File: src/rtl/mem_stage_lsu.sv
// MEM-stage load/store unit: req/ack data-memory port, byte/half/word formatting, registered MEM/WB payload.
// Optional ack-timeout abort with a sticky bus-error flag is enabled by defining LSU_TIMEOUT_EN.
module mem_stage_lsu #(
  parameter int NB_DATA        = 32,
  parameter int NB_REG         = 5,
  parameter int TIMEOUT_CYCLES = 16
) (
  input  logic               clk,
  input  logic               i_reset,
  input  logic               i_halt,
  input  logic               i_mem2reg,
  input  logic               i_memRead,
  input  logic               i_memWrite,
  input  logic               i_regWrite,
  input  logic [1:0]         i_width,
  input  logic               i_sign_flag,
  input  logic [NB_DATA-1:0] i_result,
  input  logic [NB_DATA-1:0] i_data4Mem,
  input  logic [NB_REG-1:0]  i_write_reg,
  output logic               o_stall,
  output logic               o_mem_req,
  output logic               o_mem_we,
  output logic [NB_DATA-1:0] o_mem_addr,
  output logic [3:0]         o_mem_be,
  output logic [NB_DATA-1:0] o_mem_wdata,
  input  logic               i_mem_ack,
  input  logic [NB_DATA-1:0] i_mem_rdata,
  output logic               o_valid,
  output logic               o_regWrite,
  output logic               o_mem2reg,
  output logic [NB_DATA-1:0] o_read_data,
  output logic [NB_DATA-1:0] o_alu_result,
  output logic [NB_REG-1:0]  o_write_reg,
  output logic               o_misaligned,
  output logic               o_bus_error
);

  typedef enum logic {IDLE = 1'b0, REQ = 1'b1} state_t;

  function automatic logic [3:0] calc_be(input logic [1:0] width, input logic [1:0] k);
    logic [3:0] be;
    case (width)
      2'b00:   be = 4'b0001 << k;
      2'b01:   be = k[1] ? 4'b1100 : 4'b0011;
      default: be = 4'b1111;
    endcase
    return be;
  endfunction

  function automatic logic [NB_DATA-1:0] calc_wdata(input logic [1:0] width, input logic [NB_DATA-1:0] data);
    logic [NB_DATA-1:0] w;
    case (width)
      2'b00:   w = {4{data[7:0]}};
      2'b01:   w = {2{data[15:0]}};
      default: w = data;
    endcase
    return w;
  endfunction

  function automatic logic [NB_DATA-1:0] format_load(input logic [NB_DATA-1:0] rdata, input logic [1:0] width,
                                                     input logic [1:0] k, input logic sign);
    logic [7:0]         b;
    logic [15:0]        h;
    logic [NB_DATA-1:0] r;
    case (k)
      2'b00:   b = rdata[7:0];
      2'b01:   b = rdata[15:8];
      2'b10:   b = rdata[23:16];
      default: b = rdata[31:24];
    endcase
    h = k[1] ? rdata[31:16] : rdata[15:0];
    case (width)
      2'b00:   r = {{(NB_DATA-8){sign & b[7]}}, b};
      2'b01:   r = {{(NB_DATA-16){sign & h[15]}}, h};
      default: r = rdata;
    endcase
    return r;
  endfunction

  state_t             state_r, state_nx_s;
  logic               req_we_r, req_we_nx_s;
  logic [NB_DATA-1:0] req_addr_r, req_addr_nx_s;
  logic [3:0]         req_be_r, req_be_nx_s;
  logic [NB_DATA-1:0] req_wdata_r, req_wdata_nx_s;
  logic [1:0]         ld_width_r, ld_width_nx_s;
  logic [1:0]         ld_k_r, ld_k_nx_s;
  logic               ld_sign_r, ld_sign_nx_s;
  logic               ld_regwrite_r, ld_regwrite_nx_s;
  logic               valid_r, valid_nx_s;
  logic               regwrite_r, regwrite_nx_s;
  logic               mem2reg_r, mem2reg_nx_s;
  logic [NB_DATA-1:0] read_data_r, read_data_nx_s;
  logic [NB_DATA-1:0] alu_result_r, alu_result_nx_s;
  logic [NB_REG-1:0]  write_reg_r, write_reg_nx_s;
  logic               misaligned_r, misaligned_nx_s;
  logic               mem_op_s, misaligned_s, timeout_hit_s, stall_s;

  assign mem_op_s     = i_memRead | i_memWrite;
  assign misaligned_s = mem_op_s & (((i_width == 2'b01) & i_result[0]) |
                                    (i_width[1] & (i_result[1:0] != 2'b00)));

`ifdef LSU_TIMEOUT_EN
  localparam int CNT_W = $clog2(TIMEOUT_CYCLES + 1);
  logic [CNT_W-1:0] count_r, count_nx_s;
  logic             bus_error_r, bus_error_nx_s;

  assign timeout_hit_s = (state_r == REQ) & ~i_mem_ack & (count_r == CNT_W'(TIMEOUT_CYCLES - 1));
  assign o_bus_error   = bus_error_r;

  // Timeout counter and sticky bus-error register.
  always_ff @(posedge clk or negedge i_reset) begin
    if (!i_reset) begin
      count_r     <= '0;
      bus_error_r <= 1'b0;
    end else begin
      count_r     <= count_nx_s;
      bus_error_r <= bus_error_nx_s;
    end
  end
`else
  logic unused_timeout_s;
  assign unused_timeout_s = (TIMEOUT_CYCLES == 32'sd0);
  assign timeout_hit_s    = 1'b0;
  assign o_bus_error      = 1'b0;
`endif

  // Next-state, request capture and MEM/WB payload selection; every register holds by default.
  always_comb begin
    state_nx_s       = state_r;
    req_we_nx_s      = req_we_r;
    req_addr_nx_s    = req_addr_r;
    req_be_nx_s      = req_be_r;
    req_wdata_nx_s   = req_wdata_r;
    ld_width_nx_s    = ld_width_r;
    ld_k_nx_s        = ld_k_r;
    ld_sign_nx_s     = ld_sign_r;
    ld_regwrite_nx_s = ld_regwrite_r;
    valid_nx_s       = valid_r;
    regwrite_nx_s    = regwrite_r;
    mem2reg_nx_s     = mem2reg_r;
    read_data_nx_s   = read_data_r;
    alu_result_nx_s  = alu_result_r;
    write_reg_nx_s   = write_reg_r;
    misaligned_nx_s  = misaligned_r;
    stall_s          = 1'b0;
`ifdef LSU_TIMEOUT_EN
    count_nx_s       = count_r;
    bus_error_nx_s   = bus_error_r;
`endif
    case (state_r)
      IDLE: begin
        if (i_halt) begin
          stall_s = 1'b0;
        end else begin
          valid_nx_s      = 1'b1;
          regwrite_nx_s   = i_regWrite;
          mem2reg_nx_s    = i_mem2reg;
          alu_result_nx_s = i_result;
          write_reg_nx_s  = i_write_reg;
          read_data_nx_s  = '0;
          misaligned_nx_s = misaligned_s;
          if (misaligned_s) begin
            regwrite_nx_s = 1'b0;
          end else if (mem_op_s) begin
            // Aligned access: launch the request and emit a bubble meanwhile.
            stall_s          = 1'b1;
            state_nx_s       = REQ;
            valid_nx_s       = 1'b0;
            regwrite_nx_s    = 1'b0;
            req_we_nx_s      = i_memWrite;
            req_addr_nx_s    = {i_result[NB_DATA-1:2], 2'b00};
            req_be_nx_s      = calc_be(i_width, i_result[1:0]);
            req_wdata_nx_s   = calc_wdata(i_width, i_data4Mem);
            ld_width_nx_s    = i_width;
            ld_k_nx_s        = i_result[1:0];
            ld_sign_nx_s     = i_sign_flag;
            ld_regwrite_nx_s = i_regWrite;
`ifdef LSU_TIMEOUT_EN
            count_nx_s       = '0;
`endif
          end else begin
            stall_s = 1'b0;
          end
        end
      end
      REQ: begin
        stall_s = ~i_mem_ack & ~timeout_hit_s;
        if (i_mem_ack) begin
          state_nx_s     = IDLE;
          valid_nx_s     = 1'b1;
          regwrite_nx_s  = ld_regwrite_r;
          read_data_nx_s = req_we_r ? '0 : format_load(i_mem_rdata, ld_width_r, ld_k_r, ld_sign_r);
        end else if (timeout_hit_s) begin
          state_nx_s     = IDLE;
          valid_nx_s     = 1'b1;
          regwrite_nx_s  = 1'b0;
          read_data_nx_s = '0;
`ifdef LSU_TIMEOUT_EN
          bus_error_nx_s = 1'b1;
`endif
        end else begin
          state_nx_s = REQ;
`ifdef LSU_TIMEOUT_EN
          count_nx_s = count_r + 1'b1;
`endif
        end
      end
      default: begin
        state_nx_s = IDLE;
      end
    endcase
  end

  // State, request and MEM/WB payload registers.
  always_ff @(posedge clk or negedge i_reset) begin
    if (!i_reset) begin
      state_r       <= IDLE;
      req_we_r      <= 1'b0;
      req_addr_r    <= '0;
      req_be_r      <= 4'b0000;
      req_wdata_r   <= '0;
      ld_width_r    <= 2'b00;
      ld_k_r        <= 2'b00;
      ld_sign_r     <= 1'b0;
      ld_regwrite_r <= 1'b0;
      valid_r       <= 1'b0;
      regwrite_r    <= 1'b0;
      mem2reg_r     <= 1'b0;
      read_data_r   <= '0;
      alu_result_r  <= '0;
      write_reg_r   <= '0;
      misaligned_r  <= 1'b0;
    end else begin
      state_r       <= state_nx_s;
      req_we_r      <= req_we_nx_s;
      req_addr_r    <= req_addr_nx_s;
      req_be_r      <= req_be_nx_s;
      req_wdata_r   <= req_wdata_nx_s;
      ld_width_r    <= ld_width_nx_s;
      ld_k_r        <= ld_k_nx_s;
      ld_sign_r     <= ld_sign_nx_s;
      ld_regwrite_r <= ld_regwrite_nx_s;
      valid_r       <= valid_nx_s;
      regwrite_r    <= regwrite_nx_s;
      mem2reg_r     <= mem2reg_nx_s;
      read_data_r   <= read_data_nx_s;
      alu_result_r  <= alu_result_nx_s;
      write_reg_r   <= write_reg_nx_s;
      misaligned_r  <= misaligned_nx_s;
    end
  end

  // The request line comes straight off the state register, so reset drops it asynchronously.
  assign o_stall      = i_reset & stall_s;
  assign o_mem_req    = (state_r == REQ);
  assign o_mem_we     = req_we_r;
  assign o_mem_addr   = req_addr_r;
  assign o_mem_be     = req_be_r;
  assign o_mem_wdata  = req_wdata_r;
  assign o_valid      = valid_r;
  assign o_regWrite   = regwrite_r;
  assign o_mem2reg    = mem2reg_r;
  assign o_read_data  = read_data_r;
  assign o_alu_result = alu_result_r;
  assign o_write_reg  = write_reg_r;
  assign o_misaligned = misaligned_r;

endmodule

File: config.mk
export PLATFORM = sky130hd
export DESIGN_NAME = mem_stage_lsu
export DESIGN_NICKNAME = d
export VERILOG_FILES = /design/src/rtl/mem_stage_lsu.sv
export SDC_FILE = /design/constraint.sdc
export NUM_CORES = 1
export LEC_CHECK = 0
export ABC_CLOCK_PERIOD_IN_PS = 3900
export CAP_MARGIN = 20
export CELL_PAD_IN_SITES_DETAIL_PLACEMENT = 0
export CELL_PAD_IN_SITES_GLOBAL_PLACEMENT = 1
export CORE_MARGIN = 2
export CORE_UTILIZATION = 35
export CTS_CLUSTER_DIAMETER = 30
export DETAILED_ROUTE_END_ITERATION = 7
export PLACE_DENSITY = 0.92
export SETUP_SLACK_MARGIN = 0.02
export SYNTH_ARGS = -nofsm -noshare
export SYNTH_HDL_FRONTEND = slang
export SYNTH_SLANG_ARGS = --single-unit
File: constraint.sdc
create_clock -name clk -period 3.9 [get_ports clk]
set_clock_uncertainty 0.2 [all_clocks]
set_input_delay 0.585 -clock clk [delete_from_list [all_inputs] [get_ports clk]]
set_output_delay 0.585 -clock clk [all_outputs]
set_load 0.01 [all_outputs]
# After elaboration in Yosys (flattened, before gate mapping)
# Cells that the tools add are included.
# op_classes
n_eq_ne,6
n_reduce_logical,7
muxes,28
shift,1
bitwise,12
# op_table
op,n
$pmux 32 s2,3
$mux 32,3
$pmux 8 s3,1
$mux 16,1
$mux 8,2
$mux 1,12
$pmux 1 s2,4
$pmux 4 s2,1
$and 1x1->1,6
$eq 2x1->1 const B,3
$logic_not 2->1,3
$mux 4,1
$ne 2x2->1 const B,2
$not 1->1,4
$reduce_and 2->1,2
$reduce_and 4->1,1
$shl 1x2->4 const A,1
$eq 2x2->1 const B,1
$or 1x1->1,2
$reduce_bool 2->1,1
# word_totals
word_cells,70
output_inout_bits,145
regBits,147
in_bits,112

# Depth between registers and ports, before layout
# Gate-level depths: netlist of run 1.
# logic_depth
depth_word,9
ltp_mapped,7
ltp_nobuf,4

# Worst setup path after synthesis of run 1
# Ideal clock, no wire load.
# synth_timing
kind,input to output
start,in i_halt
end,out o_stall
required_ps,3115
setup_slack_ps,1367
arrival_time_ps,1748
stages,5
path_buffers,1
cell_sequence,or2_1 -> buf_6 -> a2111oi_4 -> a21o_1 -> and2_1
# synth_between
elab_chain_len,3
# synth_lines
element,line,source
from (decl),10,"input logic i_halt,"
$mux 1,152,if (i_halt) begin
$pmux 1 s2,150,case (state_r)
named net stall_s,96,"logic mem_op_s, misaligned_s, timeout_hit_s, stall_s;"
$and 1x1->1,254,assign o_stall = i_reset & stall_s;
to (decl),20,"output logic o_stall,"
# The timed path passes the listed nets, and every way through them passes these cells.

# Worst setup path after layout of run 1
# layout_timing
start,in i_result[0]
end,out o_stall
# layout_between
elab_chain_len,8
# layout_lines
element,line,source
from (decl),17,"input logic [NB_DATA-1:0] i_result,"
$reduce_bool 2->1,100,(i_width[1] & (i_result[1:0] != 2'b00)));
$and 1x1->1,100,
$or 1x1->1 (*),99,assign misaligned_s = mem_op_s & (((i_width == 2'b01) & i_result[0]) |
$and 1x1->1 (*),99,
$mux 1 (*),162,if (misaligned_s) begin
$mux 1 (*),152,
$pmux 1 s2 (*),150,
named net stall_s,96,
$and 1x1->1 (*),254,
# Mark *: on every way through the listed nets, which the timed path passes. The rest lies on a longest branch.

==> impl_metrics.toml, run 1 <==
[outcome]
outcome = "complete, no violations"

[logic_synthesis]
synth_xor_area_share_pct = 0.134
synth_top_family_by_area = "simple AND/OR/NAND/NOR gates"
yosysTopAreaCellShare_pct = 56.1
avgSynthCellArea_um2 = 10.7
synth-edff-count = 0
synthArstFlopShare_pct = 100
ys_types = 38
synth_area_leaders = "dfrtp_1 (56%), nand2_1 (9.6%), mux2_2 (9.1%)"
synth_top_cell_by_area = "dfrtp_1"
yosysSeqAreaShare_pct = 56.1
synth_compound_area_share_pct = 10.4
muxShareOfSynthArea_pct = 14.5
yosys.area_share.simple_pct = 14.6
ys_warn_count = 0
synthFlopType = "dfrtp_1"
synthesis.area_um2 = 6560
ys_ff_latch = 147
synth_fa_ha_area_share_pct = 0
syn_inst = 613

[cts]
cts.repair.resized = 0
clk_latency_ns = 0.41
clkSinkCount = 147
cts_buffer_depth = 2
hold_buffers = 1
post_cts_buffers = 0
tritoncts = "done"
cts.clk_slew.worst_paths_ns = 0.06
cts-root-buf = "clkbuf_16"
htreeDepth = 4
cts_buffers = 17

[hold_path]
whs_endpoint = "o_alu_result[16]$_DFFE_PN0P_"
min_path_type = "register to register"
min_path_cells = 2
min_from = "o_alu_result[16]$_DFFE_PN0P_"

[power_and_ir_drop]
power.density_nw_per_um2 = 539
leakage_uw = 0.00431
ir_drop_mv = 0.295

[place]
place.gp.congestion = 0.855
dp_hpwl_um = 13600
post-place-ws_ns = 0.355
dpl_cell_area_um2 = 9260
io_buffers = 253

[sta]
setup_viol = 0
setup_ws_ns = 0.372
tightestPinTransition_ns = 0.985
fin_hold_ws_ns = 0.273
rsz0062_at_grt = "false"
finalHoldViolCount = 0
tns_ns = 0
maxSlewViolCount = 0
slew_headroom_pct = 34.3
finalCritPeriodShare_pct = 90.5
period_minus_slack_ns = 3.53
fmax_ghz = 0.283

[floorplanning]
pin_count = 257
rows = 50
die_h_um = 141
dieArea_um2 = 19800
die_w_um = 141
start_util_pct = 35.4
core_area_um2 = 18500

[flow_run]
maxCapViolCount = 0

[finish]
nFillCells = 1682
antenna_cells = 0
nNetsFinal = 969
drive_gt1_share_pct = 13.3
postLayoutCellArea_um2 = 9850
syn2layout_area_growth_pct = 50.2

[setup_path]
critPathLaunchType = "input port"
cp.arrival_ns = 2.74
reg2reg_from = "ld_k_r[1]$_DFFE_PN0P_"
r2r_setup_slack_ns = 1.52
cp-end-kind = "primary output"
r2r.worst_path.cells = 5
r2r_end = "o_read_data[10]$_DFFE_PN0P_"
crit_fanout = 8
cp.required_ns = 3.12
crit_type = "input port to primary output"

[route]
first_pass_iters = 4
routed-via-count = 5408
viasPerCell = 4.90
post_drt_wl_per_cell_um = 17.2
drt_iter0_markers = 220
drc = 0
wl_um = 19000
postRouteAntennaNets = 0

[grt]
grt_pass1_wl_um = 29800
antenna_found_initial = 0
grt_pass1_vias = 5492
grt_max_degree = 88
grt_usage_pct = 19.3
grt_remaining_overflow = 0
-- layout make-up --
class	count	area (um2)	area share, %
multi-input combinational	419	2630	26.7
inverter	6	22.5	0.229
sequential	147	3680	37.4
timing repair buffer	266	2650	26.9
clock inverter	14	140	1.42
tap	234	293	2.97
clock buffer	18	439	4.46
-- Yosys cell counts, types with 2 or more instances --
master	count
nand2_1	168
dfrtp_1	147
mux2_2	53
o21ai_0	38
mux2i_1	31
clkbuf_1	26
nor2_1	19
a21oi_1	16
a22oi_1	16
nor2b_1	12
a21oi_2	11
nor3_1	11
buf_6	9
a311o_1	6
inv_1	6
nand3b_1	6
buf_4	4
a221oi_1	3
and2_1	3
o211ai_1	3
a22o_1	2
and3b_1	2
buf_1	2
buf_2	2
mux4_2	2
nand2b_1	2
o22ai_1	2
-- stage by stage --
stage | total power, uW | utilization, % | instances
3_3_place_gp | 3700 | 50.0 | 1071
2_1_floorplan | 2780 | - | 615
6_report | 5300 | 53.2 | 1104
4_1_cts | 5380 | 53.2 | 1104
5_1_grt | 5590 | 53.2 | 1104
3_5_place_dp | 3730 | 50.0 | 1071
-- routing by layer --
metal | vias to the layer above | routed length (um) | track usage [%]
li1 | 2571 | - | -
met1 | 2604 | 7770 | 23.8
met2 | 207 | 9140 | 31.0
met3 | 26 | 1780 | 7.54
met4 | 0 | 323 | 6.58
met5 | - | 0 | 0
-- cells by family (layout without fill, tap and decap cells) --
kind of cell              Yosys count  after routing
xor gates and xnor gates            1              1
muxes                              86             86
buffers and inverters              49            304
other                               1              3
and+or+nand+nor                   227            227
DFF                               147            147
AOI/OAI and AO/OA                 102            102
-- placed cells by master (no fill, tap or decap), types with 2 or more instances in the layout --
cell	netlist	final
a21oi_1	16	15
a21oi_2	11	12
a221oi_1	3	3
a22o_1	2	2
a22oi_1	16	16
a311o_1	6	6
and2_1	3	3
and3b_1	2	2
buf_4	4	11
clkbuf_16	0	17
clkdlybuf4s50_1	0	252
clkinv_2	0	2
clkinv_4	0	2
conb_1	1	3
dfrtp_1	147	147
inv_1	6	6
inv_6	0	6
inv_8	0	2
mux2_2	53	53
mux2i_1	31	31
mux4_2	2	2
nand2_1	168	168
nand2b_1	2	2
nand3b_1	6	6
nor2_1	19	18
nor2b_1	12	12
nor3_1	11	11
o211ai_1	3	3
o21ai_0	38	38
o22ai_1	2	2
-- power by group --
part | internal (uW) | total, uW | switching [uW]
sequential | 1850 | 2060 | 211
clock | 916 | 1610 | 697
combinational | 928 | 1630 | 706
total | 3690 | 5300 | 1610
-- critical path, cell delays in order --
cell and delay, ns:
clkdlybuf4s50_1 0.58, or2_4 0.34, a2111oi_4 0.42, a21o_1 0.14, and2_1 0.12, clkdlybuf4s50_1 0.55
-- worst max-delay path by stage --
stage / slack [ns] / from / to
final: 0.37 / i_result[0] / o_stall
after global routing: 0.26 / i_result[0] / o_stall
after CTS: 0.36 / i_result[0] / o_stall
after detailed placement: 0.35 / i_result[0] / o_stall
after global placement: 0.37 / i_result[0] / o_stall
after floorplan: 1.37 / i_halt / o_stall
Power figures use the tool's default switching activity.
==> run 2, diff against run 1 <==
--- a/config.mk
+++ b/config.mk
@@ -6,7 +6,6 @@
 export NUM_CORES = 1
 export LEC_CHECK = 0
 export ABC_CLOCK_PERIOD_IN_PS = 3900
-export CAP_MARGIN = 20
 export CELL_PAD_IN_SITES_DETAIL_PLACEMENT = 0
 export CELL_PAD_IN_SITES_GLOBAL_PLACEMENT = 1
 export CORE_MARGIN = 2
==> results of run 2 <==
No change in the layout: final DEF, timing and power equal those of run 1.
